**config.mk**
```make
export PLATFORM = sky130hd
export DESIGN_NAME = aximm_burst_seq
export DESIGN_NICKNAME = d
export VERILOG_FILES = /design/src/rtl/aximm_burst_seq.sv
export SDC_FILE = /design/constraint.sdc
export NUM_CORES = 1
export LEC_CHECK = 0
export ABC_CLOCK_PERIOD_IN_PS = 11500
export BUFFER_PORTS_ARGS = -buffer_cell sky130_fd_sc_hd__buf_4
export CELL_PAD_IN_SITES_DETAIL_PLACEMENT = 0
export CELL_PAD_IN_SITES_GLOBAL_PLACEMENT = 1
export CORE_AREA = 10 10 290 292
export DETAILED_ROUTE_END_ITERATION = 8
export DIE_AREA = 0 0 300 302
export PLACE_DENSITY_LB_ADDON = 0.1
export SLEW_MARGIN = 25
export SYNTH_ARGS = -nofsm -noshare
export SYNTH_HDL_FRONTEND = slang
export SYNTH_SLANG_ARGS = --single-unit
```
**constraint.sdc**
```tcl
create_clock -name clk -period 11.5 [get_ports clk]
set_input_delay 2.3 -clock clk [delete_from_list [all_inputs] [get_ports clk]]
set_output_delay 2.3 -clock clk [all_outputs]
set_load 0.02 [all_outputs]
```
**src/rtl/aximm_burst_seq.sv**
```systemverilog
// AXI4 write-burst sequencer: splits a linear transfer into INCR bursts
// that respect MAX_BURST_BEATS and 4 KB boundaries, writing a beat counter.
module aximm_burst_seq #(
    parameter int DATA_WBITS      = 512,
    parameter int MAX_BURST_BEATS = 64,
    localparam int DATA_WBYTS     = DATA_WBITS / 8,
    localparam int LOG2_BYTS      = $clog2(DATA_WBYTS)
) (
    input  logic                  clk,
    input  logic                  resetn,
    input  logic                  start,
    input  logic [63:0]           cfg_addr,
    input  logic [31:0]           cfg_bytes,
    output logic                  busy,
    output logic                  done,
    output logic                  error,
    output logic [63:0]           M_AXI_AWADDR,
    output logic [7:0]            M_AXI_AWLEN,
    output logic [2:0]            M_AXI_AWSIZE,
    output logic [1:0]            M_AXI_AWBURST,
    output logic                  M_AXI_AWVALID,
    input  logic                  M_AXI_AWREADY,
    output logic [DATA_WBITS-1:0] M_AXI_WDATA,
    output logic [DATA_WBYTS-1:0] M_AXI_WSTRB,
    output logic                  M_AXI_WLAST,
    output logic                  M_AXI_WVALID,
    input  logic                  M_AXI_WREADY,
    input  logic [1:0]            M_AXI_BRESP,
    input  logic                  M_AXI_BVALID,
    output logic                  M_AXI_BREADY
);

    typedef enum logic [2:0] {
        S_IDLE, S_CALC, S_XFER, S_WAIT_B, S_DONE
    } state_t;

    state_t      state_q, state_d;
    logic [63:0] addr_q, addr_d;
    logic [31:0] rem_q, rem_d;
    logic [31:0] beat_q, beat_d;
    logic [8:0]  left_q, left_d;
    logic [8:0]  outst_q, outst_d;
    logic [63:0] awaddr_q, awaddr_d;
    logic [7:0]  awlen_q, awlen_d;
    logic        awvalid_q, awvalid_d;
    logic        wvalid_q, wvalid_d;
    logic        busy_q, busy_d;
    logic        done_q, done_d;
    logic        err_q, err_d;

    logic        aw_hs, w_hs, b_hs, wlast;
    logic [32:0] rem_beats, to_4k, beats;

    assign aw_hs = awvalid_q & M_AXI_AWREADY;
    assign w_hs  = wvalid_q & M_AXI_WREADY;
    assign b_hs  = M_AXI_BVALID;
    assign wlast = wvalid_q & (left_q == 9'd1);

    always_comb begin
        rem_beats = ({1'b0, rem_q} + 33'(DATA_WBYTS - 1)) >> LOG2_BYTS;
        to_4k = 33'((13'd4096 - {1'b0, addr_q[11:0]}) >> LOG2_BYTS);
        beats = rem_beats;
        if (beats > 33'(MAX_BURST_BEATS)) beats = 33'(MAX_BURST_BEATS);
        if (beats > to_4k) beats = to_4k;
    end

    always_comb begin
        state_d   = state_q;
        addr_d    = addr_q;
        rem_d     = rem_q;
        beat_d    = beat_q;
        left_d    = left_q;
        outst_d   = outst_q;
        awaddr_d  = awaddr_q;
        awlen_d   = awlen_q;
        awvalid_d = awvalid_q;
        wvalid_d  = wvalid_q;
        busy_d    = busy_q;
        done_d    = 1'b0;
        err_d     = err_q;

        if (aw_hs && !b_hs) outst_d = outst_q + 9'd1;
        else if (!aw_hs && b_hs && outst_q != 9'd0)
            outst_d = outst_q - 9'd1;
        if (b_hs && M_AXI_BRESP != 2'b00) err_d = 1'b1;

        unique case (state_q)
            S_IDLE: begin
                if (start) begin
                    addr_d = cfg_addr;
                    rem_d  = cfg_bytes;
                    beat_d = 32'd0;
                    err_d  = 1'b0;
                    if (cfg_bytes == 32'd0) begin
                        state_d = S_DONE;
                        done_d  = 1'b1;
                    end else begin
                        state_d = S_CALC;
                        busy_d  = 1'b1;
                    end
                end
            end
            S_CALC: begin
                awaddr_d  = addr_q;
                awlen_d   = 8'(beats - 33'd1);
                left_d    = 9'(beats);
                awvalid_d = 1'b1;
                wvalid_d  = 1'b1;
                state_d   = S_XFER;
            end
            S_XFER: begin
                if (aw_hs) awvalid_d = 1'b0;
                if (w_hs) begin
                    beat_d = beat_q + 32'd1;
                    left_d = left_q - 9'd1;
                    rem_d  = (rem_q > 32'(DATA_WBYTS))
                           ? rem_q - 32'(DATA_WBYTS) : 32'd0;
                    if (wlast) begin
                        wvalid_d = 1'b0;
                        addr_d = addr_q
                               + ((64'(awlen_q) + 64'd1) << LOG2_BYTS);
                    end
                end
                // Leave only once both the AW and the whole W burst are gone.
                if ((!awvalid_q || aw_hs) && (!wvalid_q || (w_hs && wlast)))
                    state_d = (rem_d != 32'd0) ? S_CALC : S_WAIT_B;
            end
            S_WAIT_B: begin
                if (outst_d == 9'd0) begin
                    state_d = S_DONE;
                    done_d  = 1'b1;
                    busy_d  = 1'b0;
                end
            end
            S_DONE: begin
                state_d = S_IDLE;
            end
            default: state_d = S_IDLE;
        endcase
    end

    always_ff @(posedge clk) begin
        if (!resetn) begin
            state_q   <= S_IDLE;
            addr_q    <= 64'd0;
            rem_q     <= 32'd0;
            beat_q    <= 32'd0;
            left_q    <= 9'd0;
            outst_q   <= 9'd0;
            awaddr_q  <= 64'd0;
            awlen_q   <= 8'd0;
            awvalid_q <= 1'b0;
            wvalid_q  <= 1'b0;
            busy_q    <= 1'b0;
            done_q    <= 1'b0;
            err_q     <= 1'b0;
        end else begin
            state_q   <= state_d;
            addr_q    <= addr_d;
            rem_q     <= rem_d;
            beat_q    <= beat_d;
            left_q    <= left_d;
            outst_q   <= outst_d;
            awaddr_q  <= awaddr_d;
            awlen_q   <= awlen_d;
            awvalid_q <= awvalid_d;
            wvalid_q  <= wvalid_d;
            busy_q    <= busy_d;
            done_q    <= done_d;
            err_q     <= err_d;
        end
    end

    // Bytes left before this beat decide its strobe: a short tail on the end.
    always_comb begin
        for (int i = 0; i < DATA_WBYTS; i++)
            M_AXI_WSTRB[i] = (rem_q > 32'(i));
    end

    assign M_AXI_WDATA   = {{(DATA_WBITS-32){1'b0}}, beat_q};
    assign M_AXI_WLAST   = wlast;
    assign M_AXI_WVALID  = wvalid_q;
    assign M_AXI_AWADDR  = awaddr_q;
    assign M_AXI_AWLEN   = awlen_q;
    assign M_AXI_AWVALID = awvalid_q;
    assign M_AXI_AWSIZE  = 3'(LOG2_BYTS);
    assign M_AXI_AWBURST = 2'b01;
    assign M_AXI_BREADY  = 1'b1;
    assign busy          = busy_q;
    assign done          = done_q;
    assign error         = err_q;

endmodule
```
==> results of run 1 <==
## worst max-delay path: stages, from the launching register on
cell	delay [ps]
dfxtp_1	420
or3_1	520
or4_1	590
nor3_4	510
nand3_1	450
a21oi_1	670
nand2b_1	110
a21oi_1	160
nor2_1	80
buf_4	190
## worst min path at each step
stage	cells past startpoint	from	slack, ps	to
2_1_floorplan	2	addr_q[30]$_SDFFE_PN0P_	440	M_AXI_AWADDR[30]$_SDFFE_PN0P_
3_3_place_gp	2	error$_SDFF_PN0_	440	error$_SDFF_PN0_
3_5_place_dp	2	M_AXI_AWADDR[23]$_SDFFE_PN0P_	450	M_AXI_AWADDR[23]$_SDFFE_PN0P_
4_1_cts	2	M_AXI_AWADDR[23]$_SDFFE_PN0P_	460	M_AXI_AWADDR[23]$_SDFFE_PN0P_
5_1_grt	2	M_AXI_AWADDR[31]$_SDFFE_PN0P_	470	M_AXI_AWADDR[31]$_SDFFE_PN0P_
6_report	2	M_AXI_AWADDR[23]$_SDFFE_PN0P_	450	M_AXI_AWADDR[23]$_SDFFE_PN0P_
## Yosys cell counts, types with 6 or more instances
cell	count	area share (%)
dfxtp_1	226	25
nand3_1	76	2.1
and4_1	15	0.74
nor3b_1	7	0.29
and3_1	34	1.2
a221oi_1	10	0.49
a22oi_1	14	0.59
or4_1	6	0.25
ha_1	26	1.8
a211oi_1	33	1.4
o221a_2	7	0.44
o21a_1	12	0.50
buf_4	492	21
nor2b_1	7	0.25
a222oi_1	15	0.84
nor3_1	56	1.6
or2_2	8	0.28
nor4_1	34	1.2
xor2_1	48	2.4
nand2b_1	12	0.42
clkbuf_1	110	2.3
or3_1	20	0.70
inv_1	31	0.65
a211o_1	6	0.29
a21oi_1	192	5.4
a311oi_1	11	0.54
a31oi_1	31	1.1
and2_1	20	0.70
nand2_1	313	6.6
a21o_1	10	0.42
buf_1	20	0.42
nor2_1	224	4.7
o22ai_1	14	0.49
nand4_1	35	1.2
o211ai_1	7	0.29
buf_2	13	0.36
o31ai_1	11	0.46
xnor2_1	44	2.2
o21ai_0	107	3.0
## cell type report
type,instances,area (um2)
fillers,8961,58370
multi-input cells,2049,10850
flip-flops and latches,226,4524
repair buffers,295,2215
well taps,1050,1314
clock buffers,44,853.3
inverters,31,118.9
clock inverters,8,103.9
diodes,3,7.507
## state kept, by name (all words and copies together) (netlist names), 3 cells and up
name and cells:
M_AXI_AWADDR 64, M_AXI_AWLEN 8, addr_q 64, beat_q 32, left_q 9, outst_q 9, rem_q 32, state_q 3
## routing by layer
layer	up-vias	global-route usage, %	part of all wire, %
met5	-	0	0.053
met4	6	2.429	1.3
li1	7976	-	-
met1	7877	19.25	43
met3	66	3.617	6.0
met2	513	27.49	49
## report_power, final
part	total, mW	switching (mW)	internal (mW)
clock network	0.936	0.383	0.553
logic	1.55	1.05	0.505
registers	1.06	0.171	0.888
total	3.55	1.60	1.95
## per-stage QoR
step | worst slack, ps | area (um2) | std cells | power [mW] | hold slack, ps
final | 4931 | 19990 | 3706 | 3.546 | 453.3
after global routing | 4486 | 19980 | 3703 | 3.803 | 472.9
after CTS | 4932 | 19970 | 3703 | 3.591 | 457.1
after detailed placement | 5057 | 19020 | 3651 | 2.623 | 448.6
after global placement | 5190 | 19010 | 3651 | 2.626 | 441.0
after floorplan | 6298 | 19670 | 2942 | 2.220 | 440.0
## cell families after synthesis
group           after synthesis
other cells                   2
buf+inv                     667
xor+xnor                     92
mux                           5
fa+ha+maj                    27
compound gates              547
flops                       226
simple gates                892
==> impl_metrics.json, run 1 <==
{
  "power_leakage_nw": 8.143,
  "cts_hold_buf": 0,
  "die_h_um": 302,
  "max-slew-margin-rel_pct": 36.40,
  "yosysSeqAreaShare_pct": 25.35,
  "h-tree-depth": 1,
  "clock-sinks": 226,
  "synth_area_mm2": 0.01785,
  "drive_above_1_share_pct": 14.55,
  "ctsResizeCount": 0,
  "synth-simple-area-share_pct": 23.80,
  "die_area_mm2": 0.09060,
  "power_per_cell_area_mw_per_mm2": 177.4,
  "cp_data_arrival_time_ps": 4270,
  "start_util_pct": 22.78,
  "peakVddDrop_uv": 101.7,
  "yosys.area_share.xor_xnor_pct": 4.515,
  "cts_buffers": 30,
  "rr_worst_depth": 22,
  "wl_per_cell_um": 20.39,
  "finalSetupViolations": 0,
  "slew_viol_final": 0,
  "root_buffer": "clkbuf_16",
  "grt_antenna_before_repair": 6,
  "final_common_cell": "conb_1",
  "ys_warn_count": 0,
  "r2r_start": "rem_q[0]$_SDFFE_PN0P_",
  "setup_tns_ps": 0,
  "clk_latency_ps": 600,
  "vias": 16440,
  "avgViaCountPerCell": 4.436,
  "cts_tree": "yes",
  "period_share_pct": 57.12,
  "hold_violations": 0,
  "cp-end-kind": "output port",
  "synth_compound_area_share_pct": 19.57,
  "drt-total-wl_mm": 75.58,
  "fmax_mhz": 152.2,
  "ys_types": 92,
  "path_clk_slew_ps": 60,
  "first_global_vias": 16820,
  "ys_seq_elements": 226,
  "rows": 103,
  "cp.required_ps": 9200,
  "criticalPathCategory": "reg -> out",
  "gp_congestion": 0.8568,
  "rsz0062_at_grt": "no",
  "coreArea_mm2": 0.07836,
  "outcome": "finished, final reports clean",
  "cts.path.max_buffers": 3,
  "synth_fa_ha_area_share_pct": 1.935,
  "final_core_util_pct": 25.51,
  "min_period_ps": 6569,
  "synth.area.mux_share_pct": 0.2874,
  "drtPass1Iterations": 8,
  "maxCapViolCount": 0,
  "finalClockSkew_ps": 32.41,
  "r2r_end": "M_AXI_AWLEN[6]$_SDFFE_PN0P_",
  "async_reset_ff_share_pct": 0,
  "crit_start": "rem_q[21]$_SDFFE_PN0P_",
  "final_nets": 2764,
  "cts.repair_timing.setup_buffer_count": 0,
  "synthToLayoutAreaGrowth_pct": 11.97,
  "r2r_setup_slack_ps": 5080,
  "final_cell_mix": "conb_1, nand2_1, buf_4",
  "synthesis.area_per_instance_um2": 7.261,
  "worstPathMaxFanout": 13,
  "synth-edff-count": 0,
  "cp-endpoint": "M_AXI_WSTRB[20]",
  "drc_errors": 0,
  "drtIter0Drc": 1100,
  "grt.total_usage_pct": 15.54,
  "holdCritPathClass": "reg -> reg",
  "syn_inst": 2458,
  "gr-total-overflow": 0,
  "die_w_um": 300,
  "top_level_ports": 764,
  "numPortBuffers": 277,
  "cp-start-kind": "flip-flop",
  "ant_nets": 0,
  "synth_top_family_by_area": "buffers and inverters",
  "hpwl_mm": 58.40,
  "grt_pass1_wl_mm": 111.7,
  "synthFlopType": "dfxtp_1",
  "grt_max_degree": 79,
  "worst_pin_slew_ps": 954.0
}
Power figures use the tool's default switching activity.
==> run 2: changes to the inputs <==
--- a/config.mk
+++ b/config.mk
@@ -5,13 +5,13 @@
 export SDC_FILE = /design/constraint.sdc
 export NUM_CORES = 1
 export LEC_CHECK = 0
-export ABC_CLOCK_PERIOD_IN_PS = 11500
+export ABC_CLOCK_PERIOD_IN_PS = 6760
 export BUFFER_PORTS_ARGS = -buffer_cell sky130_fd_sc_hd__buf_4
 export CELL_PAD_IN_SITES_DETAIL_PLACEMENT = 0
 export CELL_PAD_IN_SITES_GLOBAL_PLACEMENT = 1
-export CORE_AREA = 10 10 290 292
+export CORE_AREA = 10 10 285 287
 export DETAILED_ROUTE_END_ITERATION = 8
-export DIE_AREA = 0 0 300 302
+export DIE_AREA = 0 0 295 297
 export PLACE_DENSITY_LB_ADDON = 0.1
 export SLEW_MARGIN = 25
 export SYNTH_ARGS = -nofsm -noshare
==> constraint.sdc (replaced) <==
create_clock -name clk -period 6.76 [get_ports clk]
set_input_delay 1.352 -clock clk [delete_from_list [all_inputs] [get_ports clk]]
set_output_delay 1.352 -clock clk [all_outputs]
set_load 0.02 [all_outputs]
==> impl_metrics.json, run 2 (synthesized netlist as in run 1, its figures left out) <==
{
  "holdCritPathClass": "reg -> reg",
  "power.total_mw": 6.289,
  "grt_use_met1_pct": 20.13,
  "drive_above_1_share_pct": 15.00,
  "drtIter0Drc": 1311,
  "max-slew-margin-rel_pct": 34.94,
  "dp_slack_ps": 935.6,
  "synthToLayoutAreaGrowth_pct": 12.77,
  "final_common_cell": "conb_1",
  "pwr-share-comb_pct": 42.5,
  "drtPass1Iterations": 5,
  "worstPathMaxFanout": 26,
  "clk_latency_ps": 590,
  "cpPeakStageDelay_ps": 780,
  "internal_power_mw": 3.531,
  "grt.total_usage_pct": 15.91,
  "pwr-share-clk_pct": 29.1,
  "finalClockSkew_ps": 9.855,
  "diodes": 0,
  "peakVddDrop_uv": 196.8,
  "grt_antenna_before_repair": 1,
  "seqPwrFrac_pct": 28.4,
  "netSwitchingFraction_pct": 43.85,
  "cp-endpoint": "M_AXI_AWLEN[6]$_SDFFE_PN0P_",
  "clock-sinks": 226,
  "cp-end-kind": "flip-flop",
  "fin_area_mm2": 0.02013,
  "vias": 16730,
  "rr_worst_depth": 22,
  "outcome": "finished, final reports clean",
  "hpwl_mm": 57.71,
  "path_depth": 22,
  "gr-total-overflow": 0,
  "root_buffer": "clkbuf_16",
  "min_period_ps": 5864,
  "fillerInstances": 8563,
  "whs_path_depth": 2,
  "ant_nets": 0,
  "worst_pin_slew_ps": 968.6,
  "crit_start": "rem_q[2]$_SDFFE_PN0P_",
  "period_share_pct": 86.75,
  "slew_viol_final": 0,
  "hold_violations": 0,
  "grt_max_degree": 76,
  "finalSetupViolations": 0,
  "r2r_end": "M_AXI_AWLEN[6]$_SDFFE_PN0P_",
  "grt_pass1_wl_mm": 110.0,
  "power_per_cell_area_mw_per_mm2": 312.5,
  "maxCapViolCount": 0,
  "drc_errors": 0,
  "critical-path-top-delay-family": "compound AO/OA/AOI/OAI gates",
  "p_sw_mw": 2.758,
  "ctsResizeCount": 0,
  "numPortBuffers": 277,
  "final_core_util_pct": 26.68,
  "whs_ps": 454.6,
  "instances_no_fill": 3645,
  "die_w_um": 295,
  "rows": 101,
  "cp.required_ps": 7270,
  "criticalPathCategory": "reg -> reg",
  "grtUsageMet2_pct": 27.84,
  "cp_slowest_cell": "nor4_4",
  "cp_data_arrival_time_ps": 6370,
  "r2r_start": "rem_q[2]$_SDFFE_PN0P_",
  "setup_tns_ps": 0,
  "r2r_setup_slack_ps": 900,
  "rsz0062_at_grt": "no",
  "cts_buffers": 31,
  "die_h_um": 297,
  "first_global_vias": 16670,
  "critPathBufInv": 2,
  "grtUsageMet3_pct": 2.716,
  "top_level_ports": 764,
  "top_usage_layer": "met2",
  "start_util_pct": 23.66,
  "cp-start-kind": "flip-flop",
  "coreArea_mm2": 0.07544,
  "cp_cell_sequence": "nor4_4, a211oi_2, a211oi_1, a41oi_1, or4_4, nor4_4, buf_4, nand2_4, nor2_1, ha_1, nor2b_1, o21a_1, o21ai_0, a21oi_1, o31a_1, o31ai_2, inv_1, ha_1, o21ai_0, a21oi_1, a21o_1, a31oi_1",
  "cts.path.max_buffers": 3,
  "h-tree-depth": 1,
  "cts_tree": "yes",
  "power_leakage_nw": 8.271,
  "die_area_mm2": 0.08762,
  "final_cell_mix": "conb_1, nand2_1, buf_4",
  "gp_congestion": 0.8441,
  "final_nets": 2774,
  "fin_ws_ps": 895.5,
  "cts_hold_buf": 0,
  "dp.cells": 3588,
  "avgViaCountPerCell": 4.588,
  "postPlaceCellArea_mm2": 0.01900,
  "path_clk_slew_ps": 60,
  "cts.repair_timing.setup_buffer_count": 0,
  "drt-total-wl_mm": 74.76,
  "fmax_mhz": 170.5,
  "wl_per_cell_um": 20.51
}
[run 2: layout make-up]
| type | instances | area [um2] | area share, % |
|---|---|---|---|
| Sequential cell | 226 | 4524 | 22.48 |
| Clock inverter | 13 | 235.2 | 1.169 |
| Multi-Input combinational cell | 2049 | 10850 | 53.90 |
| Tap cell | 978 | 1224 | 6.080 |
| Timing Repair Buffer | 304 | 2282 | 11.34 |
| Clock buffer | 44 | 894.6 | 4.445 |
| Inverter | 31 | 118.9 | 0.5906 |
[run 2: power groups by stage]
stage / sequential (mW) / clock (mW) / combinational, mW
final: 1.79 / 1.83 / 2.67
after global placement: 1.82 / 0 / 2.67
after detailed placement: 1.82 / 0 / 2.67
after CTS: 1.79 / 1.90 / 2.68
after floorplan: 1.72 / 0 / 2.06
after global routing: 1.82 / 1.94 / 2.95
[run 2: worst reg2reg max path, delay by kind of cell, from the launching register on]
family	cells	cell delay (ps)
AOI/OAI and AO/OA	12	2410
adders and majority gates	2	470
buffers and inverters	2	320
and+or+nand+nor	6	2010
DFF	1	590
[run 2: how the worst min path moves through the flow]
stage | startpoint | slack [ps] | endpoint
detailed placement | M_AXI_AWADDR[35]$_SDFFE_PN0P_ | 450 | M_AXI_AWADDR[35]$_SDFFE_PN0P_
CTS | M_AXI_AWADDR[35]$_SDFFE_PN0P_ | 460 | M_AXI_AWADDR[35]$_SDFFE_PN0P_
global route | error$_SDFF_PN0_ | 480 | error$_SDFF_PN0_
floorplan | addr_q[30]$_SDFFE_PN0P_ | 440 | M_AXI_AWADDR[30]$_SDFFE_PN0P_
finish | M_AXI_AWADDR[19]$_SDFFE_PN0P_ | 450 | M_AXI_AWADDR[19]$_SDFFE_PN0P_
global placement | error$_SDFF_PN0_ | 430 | error$_SDFF_PN0_
[run 2: layer usage]
metal  vias to the layer above  wire length [um]
li1                       8000                 -
met1                      8044             32510
met2                       599             36630
met3                        82              4230
met4                         0              1381
met5                         -                 0
